File: config.mk
export PLATFORM = sky130hd
export DESIGN_NAME = alu_mc_flat
export DESIGN_NICKNAME = d
export VERILOG_FILES = /design/src/rtl/alu_mc_if.sv /design/src/rtl/alu_mc.sv /design/src/flat_wrapper.sv
export SDC_FILE = /design/constraint.sdc
export NUM_CORES = 1
export LEC_CHECK = 0
export CELL_PAD_IN_SITES_DETAIL_PLACEMENT = 1
export CELL_PAD_IN_SITES_GLOBAL_PLACEMENT = 1
export CORE_ASPECT_RATIO = 2
export CORE_MARGIN = 5
export CORE_UTILIZATION = 25
export CTS_BUF_LIST = sky130_fd_sc_hd__clkbuf_16
export DETAILED_ROUTE_END_ITERATION = 12
export PLACE_DENSITY_LB_ADDON = 0.3
export RECOVER_POWER = 50
export SLEW_MARGIN = 20
export SYNTH_ARGS = -nofsm -noshare
export SYNTH_HDL_FRONTEND = slang
export SYNTH_SLANG_ARGS = --single-unit
File: constraint.sdc
create_clock -name clock -period 16.85 [get_ports clock]
set_clock_uncertainty 0.2 [all_clocks]
set_input_delay 1.685 -clock clock [delete_from_list [all_inputs] [get_ports clock]]
set_output_delay 1.685 -clock clock [all_outputs]
set_load 0.01 [all_outputs]
File: src/rtl/alu_mc_if.sv
// Request/response bundle for alu_mc: request handshake, operands, registered result.
interface alu_mc_if #(
    parameter int unsigned WIDTH = 32
);
    logic             in_valid;
    logic             in_ready;
    logic [WIDTH-1:0] a;
    logic [WIDTH-1:0] b;
    logic [4:0]       aluc;
    logic             out_valid;
    logic             out_ready;
    logic [WIDTH-1:0] s;
    logic             z;
    logic             busy;

    modport master (
        output in_valid, a, b, aluc, out_ready,
        input  in_ready, out_valid, s, z, busy
    );

    modport slave (
        input  in_valid, a, b, aluc, out_ready,
        output in_ready, out_valid, s, z, busy
    );
endinterface

File: src/rtl/alu_mc.sv
// Multi-cycle ALU: single-cycle logic/arith/shift ops plus optional iterative mul/div.
// Define ALU_MC_MULDIV_EN to build the shift-add multiplier and restoring divider.
module alu_mc #(
    parameter int unsigned WIDTH = 32,
    parameter int unsigned SHW   = $clog2(WIDTH)
) (
    input logic     clock,
    input logic     reset,
    alu_mc_if.slave bus
);
    logic [WIDTH-1:0] res;
    logic             res_zero;
    logic             valid;
    logic [WIDTH-1:0] sc_res;
    logic [SHW-1:0]   sh;
    logic             accept;

    function automatic logic [WIDTH-1:0] popcount(input logic [WIDTH-1:0] v);
        logic [WIDTH-1:0] c;
        c = '0;
        for (int i = 0; i < WIDTH; i++) c = c + {{(WIDTH - 1){1'b0}}, v[i]};
        return c;
    endfunction

    assign sh = bus.a[SHW-1:0];

    always_comb begin
        sc_res = '0;
        if (!bus.aluc[4]) begin
            casez (bus.aluc[3:0])
                4'b?000: sc_res = bus.a + bus.b;
                4'b?100: sc_res = bus.a - bus.b;
                4'b?001: sc_res = bus.a & bus.b;
                4'b?101: sc_res = bus.a | bus.b;
                4'b?010: sc_res = bus.a ^ bus.b;
                4'b?110: sc_res = bus.a << (WIDTH / 2);
                4'b0011: sc_res = bus.b << sh;
                4'b0111: sc_res = bus.b >> sh;
                4'b1111: sc_res = $unsigned($signed(bus.b) >>> sh);
                4'b1011: sc_res = popcount(bus.a ^ bus.b);
                default: sc_res = '0;
            endcase
        end
    end

    assign accept        = bus.in_valid && bus.in_ready;
    assign bus.s         = res;
    assign bus.z         = res_zero;
    assign bus.out_valid = valid;

`ifdef ALU_MC_MULDIV_EN
    localparam logic [1:0] IDLE = 2'd0;
    localparam logic [1:0] ITER = 2'd1;
    localparam logic [1:0] DONE = 2'd2;

    logic [1:0]       state;
    logic [SHW-1:0]   cnt;
    logic [WIDTH:0]   acc;   // mul: running high half; div: partial remainder
    logic [WIDTH-1:0] lo;    // mul: multiplier / low product; div: dividend / quotient
    logic [WIDTH-1:0] opnd;
    logic             is_div;
    logic             want_hi;
    logic             is_md;
    logic [WIDTH:0]   msum;
    logic [WIDTH:0]   trial;
    logic             ge;
    logic [WIDTH-1:0] md_res;

    assign is_md    = bus.aluc[4] && (bus.aluc[3:2] == 2'b00);
    assign bus.in_ready = (state == IDLE) && (!valid || bus.out_ready);
    assign bus.busy = (state != IDLE);

    always_comb begin
        msum   = {1'b0, acc[WIDTH-1:0]} + (lo[0] ? {1'b0, opnd} : '0);
        trial  = {acc[WIDTH-1:0], lo[WIDTH-1]};
        ge     = trial >= {1'b0, opnd};
        md_res = want_hi ? acc[WIDTH-1:0] : lo;
    end

    always_ff @(posedge clock) begin
        if (reset) begin
            state    <= IDLE;
            cnt      <= '0;
            valid    <= 1'b0;
            res      <= '0;
            res_zero <= 1'b0;
        end else begin
            case (state)
                IDLE: begin
                    if (accept && is_md) begin
                        state   <= ITER;
                        cnt     <= '0;
                        valid   <= 1'b0;
                        is_div  <= bus.aluc[1];
                        want_hi <= bus.aluc[0];
                        acc     <= '0;
                        opnd    <= bus.aluc[1] ? bus.b : bus.a;
                        lo      <= bus.aluc[1] ? bus.a : bus.b;
                    end else if (accept) begin
                        res      <= sc_res;
                        res_zero <= (sc_res == '0);
                        valid    <= 1'b1;
                    end else if (bus.out_ready) begin
                        valid <= 1'b0;
                    end
                end
                ITER: begin
                    if (is_div) begin
                        acc <= ge ? (trial - {1'b0, opnd}) : trial;
                        lo  <= {lo[WIDTH-2:0], ge};
                    end else begin
                        acc <= {1'b0, msum[WIDTH:1]};
                        lo  <= {msum[0], lo[WIDTH-1:1]};
                    end
                    cnt <= cnt + 1'b1;
                    if (cnt == SHW'(WIDTH - 1)) state <= DONE;
                end
                DONE: begin
                    res      <= md_res;
                    res_zero <= (md_res == '0);
                    valid    <= 1'b1;
                    state    <= IDLE;
                end
                default: state <= IDLE;
            endcase
        end
    end
`else
    assign bus.in_ready = !valid || bus.out_ready;
    assign bus.busy     = 1'b0;

    always_ff @(posedge clock) begin
        if (reset) begin
            valid    <= 1'b0;
            res      <= '0;
            res_zero <= 1'b0;
        end else if (accept) begin
            res      <= sc_res;
            res_zero <= (sc_res == '0);
            valid    <= 1'b1;
        end else if (bus.out_ready) begin
            valid <= 1'b0;
        end
    end
`endif
endmodule

File: src/flat_wrapper.sv
// flat-port wrapper written by rule: the top's interface ports become plain ports
module alu_mc_flat 
#(
    parameter int unsigned WIDTH = 32,
    parameter int unsigned SHW   = $clog2(WIDTH)
)
  (clock, reset, bus_in_valid, bus_a, bus_b, bus_aluc, bus_out_ready, bus_in_ready, bus_out_valid, bus_s, bus_z, bus_busy);
  alu_mc_if #(.WIDTH(WIDTH)) bus_i ();
  input logic clock;
  input logic reset;
  input wire logic [$bits(bus_i.in_valid)-1:0] bus_in_valid;
  input wire logic [$bits(bus_i.a)-1:0] bus_a;
  input wire logic [$bits(bus_i.b)-1:0] bus_b;
  input wire logic [$bits(bus_i.aluc)-1:0] bus_aluc;
  input wire logic [$bits(bus_i.out_ready)-1:0] bus_out_ready;
  output wire logic [$bits(bus_i.in_ready)-1:0] bus_in_ready;
  output wire logic [$bits(bus_i.out_valid)-1:0] bus_out_valid;
  output wire logic [$bits(bus_i.s)-1:0] bus_s;
  output wire logic [$bits(bus_i.z)-1:0] bus_z;
  output wire logic [$bits(bus_i.busy)-1:0] bus_busy;
  assign bus_i.in_valid = bus_in_valid;
  assign bus_i.a = bus_a;
  assign bus_i.b = bus_b;
  assign bus_i.aluc = bus_aluc;
  assign bus_i.out_ready = bus_out_ready;
  assign bus_in_ready = bus_i.in_ready;
  assign bus_out_valid = bus_i.out_valid;
  assign bus_s = bus_i.s;
  assign bus_z = bus_i.z;
  assign bus_busy = bus_i.busy;
  alu_mc #(.WIDTH(WIDTH), .SHW(SHW)) u_core (.clock(clock), .reset(reset), .bus(bus_i));
endmodule
Yosys cells after proc, flatten, opt, wreduce, memory -nomap -nowiden
Index checks and enable logic that the tools add are counted.
{"block": "totals", "wordCells": 61, "ff_bits": 34, "in_bits": 73, "out_inout_bits": 36}
{"block": "classes", "n_eq_ne": 9, "add_sub_neg": 33, "shift": 3, "n_reduce_logical": 6, "mux": 4, "bitwise": 3}
{"cell": "adder 32 x 1 -> 32 bit", "n": 30}
{"cell": "one-hot mux 32 bit (10 select lines)", "n": 1}
{"cell": "adder 32 bit", "n": 1}
{"cell": "AND 32 bit", "n": 1}
{"cell": "zero test 32 bit", "n": 1}
{"cell": "two-way mux 32 bit", "n": 1}
{"cell": "bitwise OR 32 bit", "n": 1}
{"cell": "<< shifter 32 x 5 -> 32 bit", "n": 1}
{"cell": "right shift 32 x 5 -> 32 bit", "n": 1}
{"cell": ">>> shifter 32 x 5 -> 32 bit", "n": 1}
{"cell": "subtractor 32 bit", "n": 1}
{"cell": "XOR 32 bit", "n": 1}
{"cell": "== test 3 bit, second input constant", "n": 3}
{"cell": "== test 4 bit, second input constant", "n": 2}
{"cell": "== test 4 x 2 -> 1 bit, second input constant", "n": 1}
{"cell": "== test 4 x 3 -> 1 bit, second input constant", "n": 1}
{"cell": "== test 3 x 1 -> 1 bit, second input constant", "n": 1}
{"cell": "== test 3 x 2 -> 1 bit, second input constant", "n": 1}
{"cell": "zero test 3 bit", "n": 1}
{"cell": "adder 1 x 1 -> 2 bit", "n": 1}
{"cell": "two-way mux 1 bit", "n": 2}
{"cell": "nonzero test 2 bit", "n": 1}
{"cell": "logical AND 1 bit", "n": 1}
{"cell": "zero test 1 bit", "n": 1}
{"cell": "logical OR 1 bit", "n": 1}

Depth between registers and ports, before layout
Gate-level depths: netlist (run 1).
{"block": "depth", "word_depth": 35, "depth_mapped": 31, "ltp_nobuf": 26}

Worst setup path after synthesis (run 1)
OpenSTA, ideal clock, no wires.
{"block": "synth_timing", "path_kind": "in2reg", "start": "in bus_a[0]", "end": "reg u_core.res_zero (netlist: u_core.bus.z)", "path_stages": 26, "setup_ns": 0.096, "slack_ns": 7.818, "n_path_buf": 3, "t_required_ns": 16.554, "arrival_time_ns": 8.737, "cell_sequence": "buf_4 -> buf_2 -> inv_2 -> buf_1 -> ha_1 -> ha_1 -> inv_1 -> fa_1 -> fa_1 -> inv_1 -> fa_1 -> fa_1 -> fa_1 -> fa_1 -> inv_1 -> fa_1 -> fa_1 -> nor2_1 -> nor3_1 -> o2111ai_1 -> a22o_1 -> a2111oi_2 -> nand4b_1 -> nor4_1 -> nand4b_1 -> o41ai_2"}
{"block": "synth_via", "elab_chain_len": 35, "elab_cells_between_ends": 42, "classes_between": "33 x add/sub; 3 x shift; 2 x mux; 3 x bitwise; 1 x reduce/logical"}
{"element": "from (decl)", "line": "flat_wrapper.sv:12", "rtl": "input wire logic [$bits(bus_i.a)-1:0] bus_a;"}
{"element": "XOR 32 bit", "line": "alu_mc.sv:35, alu_mc.sv:40"}
{"element": "adder 1 x 1 -> 2 bit", "line": "alu_mc.sv:21", "rtl": "for (int i = 0; i < WIDTH; i++) c = c + {{(WIDTH - 1){1'b0}}, v[i]};"}
{"element": "adder 32 x 1 -> 32 bit (30 in a row)", "line": "alu_mc.sv:21"}
{"element": "one-hot mux 32 bit (10 select lines) *", "line": "alu_mc.sv:30", "rtl": "casez (bus.aluc[3:0])"}
{"element": "two-way mux 32 bit *", "line": "alu_mc.sv:29", "rtl": "if (!bus.aluc[4]) begin"}
{"element": "zero test 32 bit *", "line": "alu_mc.sv:139", "rtl": "res_zero <= (sc_res == '0);"}
{"element": "to (signal assigned)", "line": "alu_mc.sv:139"}
{"element": "to (decl)", "line": "alu_mc.sv:12", "rtl": "logic res_zero;"}
Mark *: on every way between the ends. The rest lies on a longest branch, timed or not.
A chain may end at the register's enable or synchronous reset.

Worst setup path after layout (run 1)
Ends and elaborated chain as after synthesis.

==> flow_metrics.py, run 1 <==
metrics = {
    "pwr": {
        "internal_power_uw": 491,
        "clock_power_share_pct": 8.5,
        "switching_share_pct": 52.8,
        "p_leak_nw": 5.25,
        "netSwitchingPower_uw": 548,
        "power_density_nw_per_um2": 81.2,
        "seq_power_share_pct": 8.4,
        "ir_worst_vdd_mv": 0.112,
        "power_frac_comb_pct": 83.1,
    },
    "worst_setup_path": {
        "cp_max_fo": 54,
        "reg2reg_depth": 11,
        "cp-end-kind": "flip-flop",
        "r2r_start": "u_core.bus.out_valid",
        "rrSetupSlack_ns": 13.58,
        "timing.rr.end": "u_core.bus.z",
        "crit_path_end": "u_core.bus.z",
        "startpoint": "bus_a[0]",
        "start_kind": "primary input",
        "worstPathRequired_ns": 16.84,
        "worstPathArrival_ns": 9.63,
        "worstSetupPathType": "primary input to flip-flop",
    },
    "die": {
        "fp-row-count": 110,
        "die_h_um": 310,
        "start_util_pct": 25.2,
        "dieWidth_um": 160,
        "core_um2": 44700,
        "io_pins": 109,
        "dieArea_um2": 49600,
    },
    "finish": {
        "diodes": 0,
        "area_growth_syn_to_layout_pct": 13.7,
        "drive_gt1_share_pct": 10.2,
        "nNetsFinal": 1712,
        "fillers": 5464,
    },
    "synth": {
        "synth_xor_area_share_pct": 3.74,
        "synth_top_area_cell": "ha_1",
        "synth-async-reset-ratio_pct": 0,
        "synth_compound_area_share_pct": 27.2,
        "yosys_warnings": 0,
        "ys.flop_type": "dfxtp_1",
        "synthCells": 1489,
        "synth_edf_count": 0,
        "synthMuxAreaShare_pct": 18.5,
        "synthAdderAreaFrac_pct": 16.0,
        "synth_nets": 1691,
        "synth_top_area_share_pct": 11.6,
        "ys_types": 98,
        "synth_top_family_by_area": "compound AO/OA/AOI/OAI gates",
        "synthSimpleGateAreaFrac_pct": 18.7,
        "ys_seq_area_share_pct": 6.05,
        "netlist_top_cells_area": "ha_1 (12%), mux4_2 (8.0%), dfxtp_1 (6.0%)",
        "syn_area_per_cell_um2": 7.56,
        "ys_seq_elements": 34,
        "synth_area_um2": 11300,
    },
    "detailed_routing": {
        "wl_per_cell_um": 28.2,
        "via_count": 12291,
        "wl_um": 58400,
        "drt_pass1_iterations": 5,
        "drc": 0,
        "antenna_left": 0,
        "viasPerCell": 5.93,
        "drtIter0Drc": 1083,
    },
    "outcome": {
        "violations": "max-capacitance violations, max-slew violations",
        "status": "finished, violations left",
    },
    "clock_network": {
        "ctsHoldBuffers": 0,
        "cts_sinks": 34,
        "ctsResizeCount": 0,
        "clk_pin_slew_ns": 0.06,
        "htreeDepth": 2,
        "cts_root_buffer": "clkbuf_16",
        "clk_path_buf_depth": 2,
        "cts_setup_buffers": 0,
        "clock_latency_ns": 0.29,
        "cts_buffers": 5,
        "cts_tree": "built",
    },
    "grt": {
        "grt_pass1_vias": 12145,
        "grt_max_degree": 66,
        "grt_usage_pct": 22.9,
        "grt_pass1_wl_um": 86000,
        "antenna_found_initial": 1,
        "grt-ovfl-total": 0,
    },
    "hold_path": {
        "min_path_type": "flip-flop to flip-flop",
    },
    "timing": {
        "slew_headroom_pct": -17.5,
        "clock.fmax_mhz": 104,
        "setup_viol": 0,
        "drv_slew": 36,
        "rsz0062_at_grt": "no",
        "period_share_pct": 57.2,
        "worst_pin_slew_ns": 1.76,
        "timing.final.ws_setup_ns": 7.21,
        "period_minus_slack_ns": 9.64,
        "hold_viol_final": 0,
        "fin_setup_tns_ns": 0,
    },
    "placed_design": {
        "place.gp.congestion": 0.966,
        "numPortBuffers": 107,
        "place_hpwl_um": 46800,
        "dp_slack_ns": 6.92,
    },
    "job": {
        "maxCapViolations": 1,
    },
}
[logic make-up after synthesis]
logic type / after synthesis
AOI/OAI and AO/OA: 438
xor gates and xnor gates: 48
adders and majority gates: 129
buffers and inverters: 256
DFF: 34
muxes: 146
other: 1
and+or+nand+nor: 437
[registers in the layout, indices dropped and copies added, names as in the netlist]
signal                flops
u_core.bus.s             32
u_core.bus.out_valid      1
u_core.bus.z              1
[power by group through the flow]
stage | Combinational (mW) | Clock [mW] | Sequential [mW]
5_1_grt | 0.964 | 0.0926 | 0.0875
2_1_floorplan | 0.609 | 0 | 0.0907
6_report | 0.864 | 0.0886 | 0.0871
3_3_place_gp | 0.867 | 0 | 0.0889
3_5_place_dp | 0.858 | 0 | 0.0890
4_1_cts | 0.863 | 0.0895 | 0.0873
[synthesized netlist by cell type (all sizes together) (5+ instances only)]
master / number
o221ai: 10
nor2: 102
a31oi: 18
nand2: 147
a21oi: 95
and4: 5
nand3: 39
mux2i: 67
a22o: 6
a311oi: 8
a2111oi: 7
or2: 6
o21a: 7
mux4: 44
o2111ai: 8
inv: 125
o21ai: 70
o22ai: 25
a221o: 7
a211oi: 32
and3: 10
fa: 25
o31a: 6
nand4: 16
nor4: 7
ha: 104
clkbuf: 86
nor2b: 17
o31ai: 10
a221oi: 13
mux2: 35
or3: 11
and2: 13
a211o: 6
nand2b: 21
buf: 43
o211ai: 35
dfxtp: 34
xnor2: 44
a21o: 19
a22oi: 14
nor3: 24
[cells in the final DEF, fill, tap and decap left out, types with 8 or more instances in the layout]
master / netlist / layout
nor3_1: 23 / 23
ha_1: 104 / 104
nand4_1: 16 / 16
nand2b_1: 21 / 21
a211oi_1: 32 / 32
o21ai_0: 68 / 67
nand2_1: 146 / 145
dfxtp_1: 34 / 34
a31oi_1: 18 / 18
clkdlybuf4s50_1: 0 / 68
inv_1: 123 / 123
a21oi_1: 95 / 95
mux2i_1: 67 / 67
nand3_1: 39 / 39
nor2b_1: 17 / 17
and2_1: 12 / 12
dlygate4sd3_1: 0 / 33
a22oi_1: 14 / 14
o211ai_1: 31 / 31
a21o_1: 19 / 19
a221oi_1: 13 / 13
o221ai_1: 9 / 9
xnor2_1: 44 / 44
buf_4: 3 / 36
o22ai_1: 24 / 24
and3_1: 10 / 10
or3_1: 11 / 11
mux2_2: 31 / 31
mux4_2: 40 / 40
o31ai_1: 10 / 10
o2111ai_1: 8 / 8
nor2_1: 102 / 101
fa_1: 25 / 25
[worst max-delay path, stage by stage]
cell and delay [ns]:
buf_2 0.07, buf_4 0.53, inv_2 0.48, ha_1 0.47, ha_1 0.31, inv_1 0.06, fa_1 0.51, fa_1 0.54
inv_1 0.06, fa_1 0.53, fa_1 0.44, fa_1 0.49, fa_1 0.51, inv_1 0.07, fa_1 0.46, fa_1 0.42
nand2b_1 0.16, a21oi_1 0.16, mux2i_1 0.28, nand4_1 0.12, o2111ai_1 0.18, o211ai_1 0.16, nor4_1 0.26, nand4_1 0.11
nand4b_1 0.23, o41ai_2 0.29
[cell type report]
type                    instances  area [µm²]  area share [%]
well taps                     560         701            5.48
clock inverters                 3        11.3          0.0880
multi-input cells            1199        9490            74.2
inverters                     127         477            3.73
repair buffers                143        1310            10.2
clock buffers                   5         125           0.978
flip-flops and latches         34         681            5.32
[through the flow]
| step | cell area [µm²] | total power [mW] | util (%) | hold slack (ns) | cells |
|---|---|---|---|---|---|
| floorplan | 11300 | 0.699 | - | 0.276 | 1489 |
| global placement | 12700 | 0.956 | 28.3 | 0.246 | 2063 |
| detailed placement | 12700 | 0.947 | 28.3 | 0.250 | 2063 |
| CTS | 12800 | 1.04 | 28.6 | 0.259 | 2071 |
| global route | 12800 | 1.14 | 28.6 | 0.275 | 2071 |
| finish | 12800 | 1.04 | 28.6 | 0.250 | 2071 |
[metal layers]
metal / global-route usage (%) / share of wire, % / up-vias
li1: - / - / 5542
met1: 30.4 / 44 / 6144
met4: 9.81 / 5.2 / 0
met2: 37.6 / 46 / 489
met5: 0 / 0 / -
met3: 2.56 / 5.4 / 116
[how the worst min path moves through the flow]
| stage | from | endpoint | cells past startpoint |
|---|---|---|---|
| floorplan | u_core.bus.s[30] | u_core.bus.s[30] | 2 |
| global placement | u_core.bus.s[18] | u_core.bus.s[18] | 2 |
| detailed placement | u_core.bus.s[8] | u_core.bus.s[8] | 2 |
| CTS | u_core.bus.s[10] | u_core.bus.s[10] | 2 |
| global route | u_core.bus.s[30] | u_core.bus.s[30] | 2 |
| finish | u_core.bus.s[30] | u_core.bus.s[30] | 2 |
(Power assumes the default switching activity.)
==> run 2: changes to the inputs <==
==> constraint.sdc (replaced) <==
create_clock -name clock -period 9.09 [get_ports clock]
set_clock_uncertainty 0.2 [all_clocks]
set_input_delay 0.909 -clock clock [delete_from_list [all_inputs] [get_ports clock]]
set_output_delay 0.909 -clock clock [all_outputs]
set_load 0.01 [all_outputs]
==> run 2 against run 1 <==
  * The run still ends with max-capacitance violations, max-slew violations left
  * Sequential power grew 85%
  * Register-to-register slack lost 8.1 ns
  * Critical path depth shrank 1
  * Via count grew 2.6%
  * Critical endpoint unchanged
  * Largest cell class unchanged
  * Highest routed layer unchanged
==> flow_metrics.py, run 2 (synthesized netlist as in run 1, its figures left out) <==
metrics = {
    "die": {
        "fp-row-count": 110,
        "start_util_pct": 25.2,
        "core_um2": 44700,
        "dieArea_um2": 49600,
        "io_pins": 109,
        "die_h_um": 310,
        "dieWidth_um": 160,
    },
    "clock_network": {
        "ctsResizeCount": 0,
        "clk_path_buf_depth": 2,
        "cts_buffers": 5,
        "clock_latency_ns": 0.28,
        "clk_pin_slew_ns": 0.06,
        "cts_sinks": 34,
        "ctsHoldBuffers": 0,
        "cts_root_buffer": "clkbuf_16",
        "cts_tree": "built",
        "cts_setup_buffers": 0,
        "htreeDepth": 2,
    },
    "timing": {
        "period_minus_slack_ns": 8.59,
        "rsz0062_at_grt": "no",
        "hold_viol_final": 0,
        "worst_pin_slew_ns": 1.79,
        "hold_ws_ns": 0.251,
        "period_share_pct": 94.5,
        "fin_setup_tns_ns": 0,
        "drv_slew": 36,
        "clock.fmax_mhz": 116,
        "setup_viol": 0,
        "slew_headroom_pct": -19.0,
    },
    "finish": {
        "final_common_cell": "nand2_1",
        "largest_register_ffs": 32,
        "diodes": 0,
        "nNetsFinal": 1727,
        "mostFrequentLayoutCells": "nand2_1 (145), inv_1 (123), ha_1 (104)",
        "area_growth_syn_to_layout_pct": 15.4,
        "final_cells": 2086,
        "drive_gt1_share_pct": 11.3,
    },
    "placed_design": {
        "place_inst": 2078,
        "numPortBuffers": 107,
        "place.gp.congestion": 1.05,
        "place_hpwl_um": 48400,
    },
    "hold_path": {
        "hold_depth": 2,
        "min_path_type": "flip-flop to flip-flop",
        "holdPathEnd": "u_core.bus.s[5]",
        "hold_start": "u_core.bus.s[5]",
    },
    "worst_setup_path": {
        "start_kind": "primary input",
        "worstSetupPathType": "primary input to flip-flop",
        "timing.rr.end": "u_core.bus.z",
        "worstPathRequired_ns": 9.08,
        "cp-end-kind": "flip-flop",
        "reg2reg_depth": 11,
        "worstPathArrival_ns": 8.58,
        "r2r_start": "u_core.bus.out_valid",
        "cp_max_fo": 3,
        "crit_top_cell": "fa_1",
        "rrSetupSlack_ns": 5.53,
        "crit_path_top_delay_cell": "fa_1",
        "cp_slowest_stage_delay_ns": 0.56,
    },
    "detailed_routing": {
        "wl_um": 61000,
        "drt_pass1_iterations": 5,
        "antenna_left": 0,
        "via_count": 12609,
        "wl_per_cell_um": 29.3,
        "viasPerCell": 6.04,
        "drtIter0Drc": 1190,
        "drc": 0,
    },
    "grt": {
        "grt_usage_pct": 23.7,
        "grt_max_degree": 114,
        "antenna_found_initial": 0,
        "grt-ovfl-total": 0,
        "grt_pass1_vias": 12541,
        "grt_pass1_wl_um": 88700,
    },
    "outcome": {
        "status": "finished, violations left",
        "violations": "max-capacitance violations, max-slew violations",
    },
    "job": {
        "maxCapViolations": 1,
    },
    "pwr": {
        "p_leak_nw": 5.35,
        "internal_power_uw": 980,
        "clock_power_share_pct": 11.3,
        "switching_share_pct": 51.2,
        "ir_worst_vdd_mv": 0.253,
        "power_density_nw_per_um2": 155,
        "seq_power_share_pct": 8.0,
        "fin_total_pwr_mw": 2.01,
        "netSwitchingPower_mw": 1.03,
        "power_frac_comb_pct": 80.6,
    },
}
[run 2: changes by cell type in the layout (fill, tap and decap cells not counted), sizes merged]
cell,before,now
buf,41,56
clkinv,5,3
bufinv,0,2
[run 2: cell type report]
| cell class | instances | area, µm² |
|---|---|---|
| Fill cell | 5414 | 31700 |
| Multi-Input combinational cell | 1199 | 9500 |
| Timing Repair Buffer | 158 | 1440 |
| Tap cell | 560 | 701 |
| Sequential cell | 34 | 681 |
| Inverter | 127 | 477 |
| Clock buffer | 5 | 125 |
| Clock inverter | 3 | 68.8 |
[run 2: worst max-delay path by stage]
stage,from,endpoint,slack (ns),depth (start not counted)
floorplan,bus_a[0],u_core.bus.z,0.83,26
global placement,bus_b[0],u_core.bus.z,0.46,25
global route,bus_b[1],u_core.bus.z,0.1,25
CTS,bus_b[0],u_core.bus.z,0.57,25
finish,bus_b[1],u_core.bus.z,0.50,25
detailed placement,bus_b[0],u_core.bus.z,0.29,24
[run 2: per-stage QoR]
step | utilization [%] | cell area [µm²] | setup WS [ns]
6_report | 29.0 | 13000 | 0.503
4_1_cts | 29.0 | 13000 | 0.574
5_1_grt | 29.0 | 13000 | 0.0981
3_3_place_gp | 28.6 | 12800 | 0.462
2_1_floorplan | - | 11300 | 0.834
3_5_place_dp | 28.6 | 12800 | 0.286
[run 2: power by group through the flow]
| stage | clock [mW] | combinational, mW | sequential, mW |
|---|---|---|---|
| finish | 0.228 | 1.62 | 0.161 |
| detailed placement | 0 | 1.60 | 0.165 |
| CTS | 0.234 | 1.61 | 0.161 |
| floorplan | 0 | 1.13 | 0.168 |
| global route | 0.238 | 1.78 | 0.162 |
| global placement | 0 | 1.59 | 0.165 |
[run 2: critical path: cells and delay by family]
| family | cells | cell delay, ns |
|---|---|---|
| AOI/OAI and AO/OA | 4 | 1.06 |
| adders and majority gates | 10 | 4.58 |
| buffers and inverters | 5 | 0.74 |
| muxes | 1 | 0.30 |
| and+or+nand+nor | 5 | 0.97 |
[run 2: layer usage]
metal / up-vias / track usage [%] / routed length, µm
met1: 6239 / 30.5 / 24900
li1: 5571 / - / -
met2: 652 / 39.6 / 28200
met4: 0 / 12.3 / 3880
met5: - / 0 / 0
met3: 147 / 2.32 / 4060
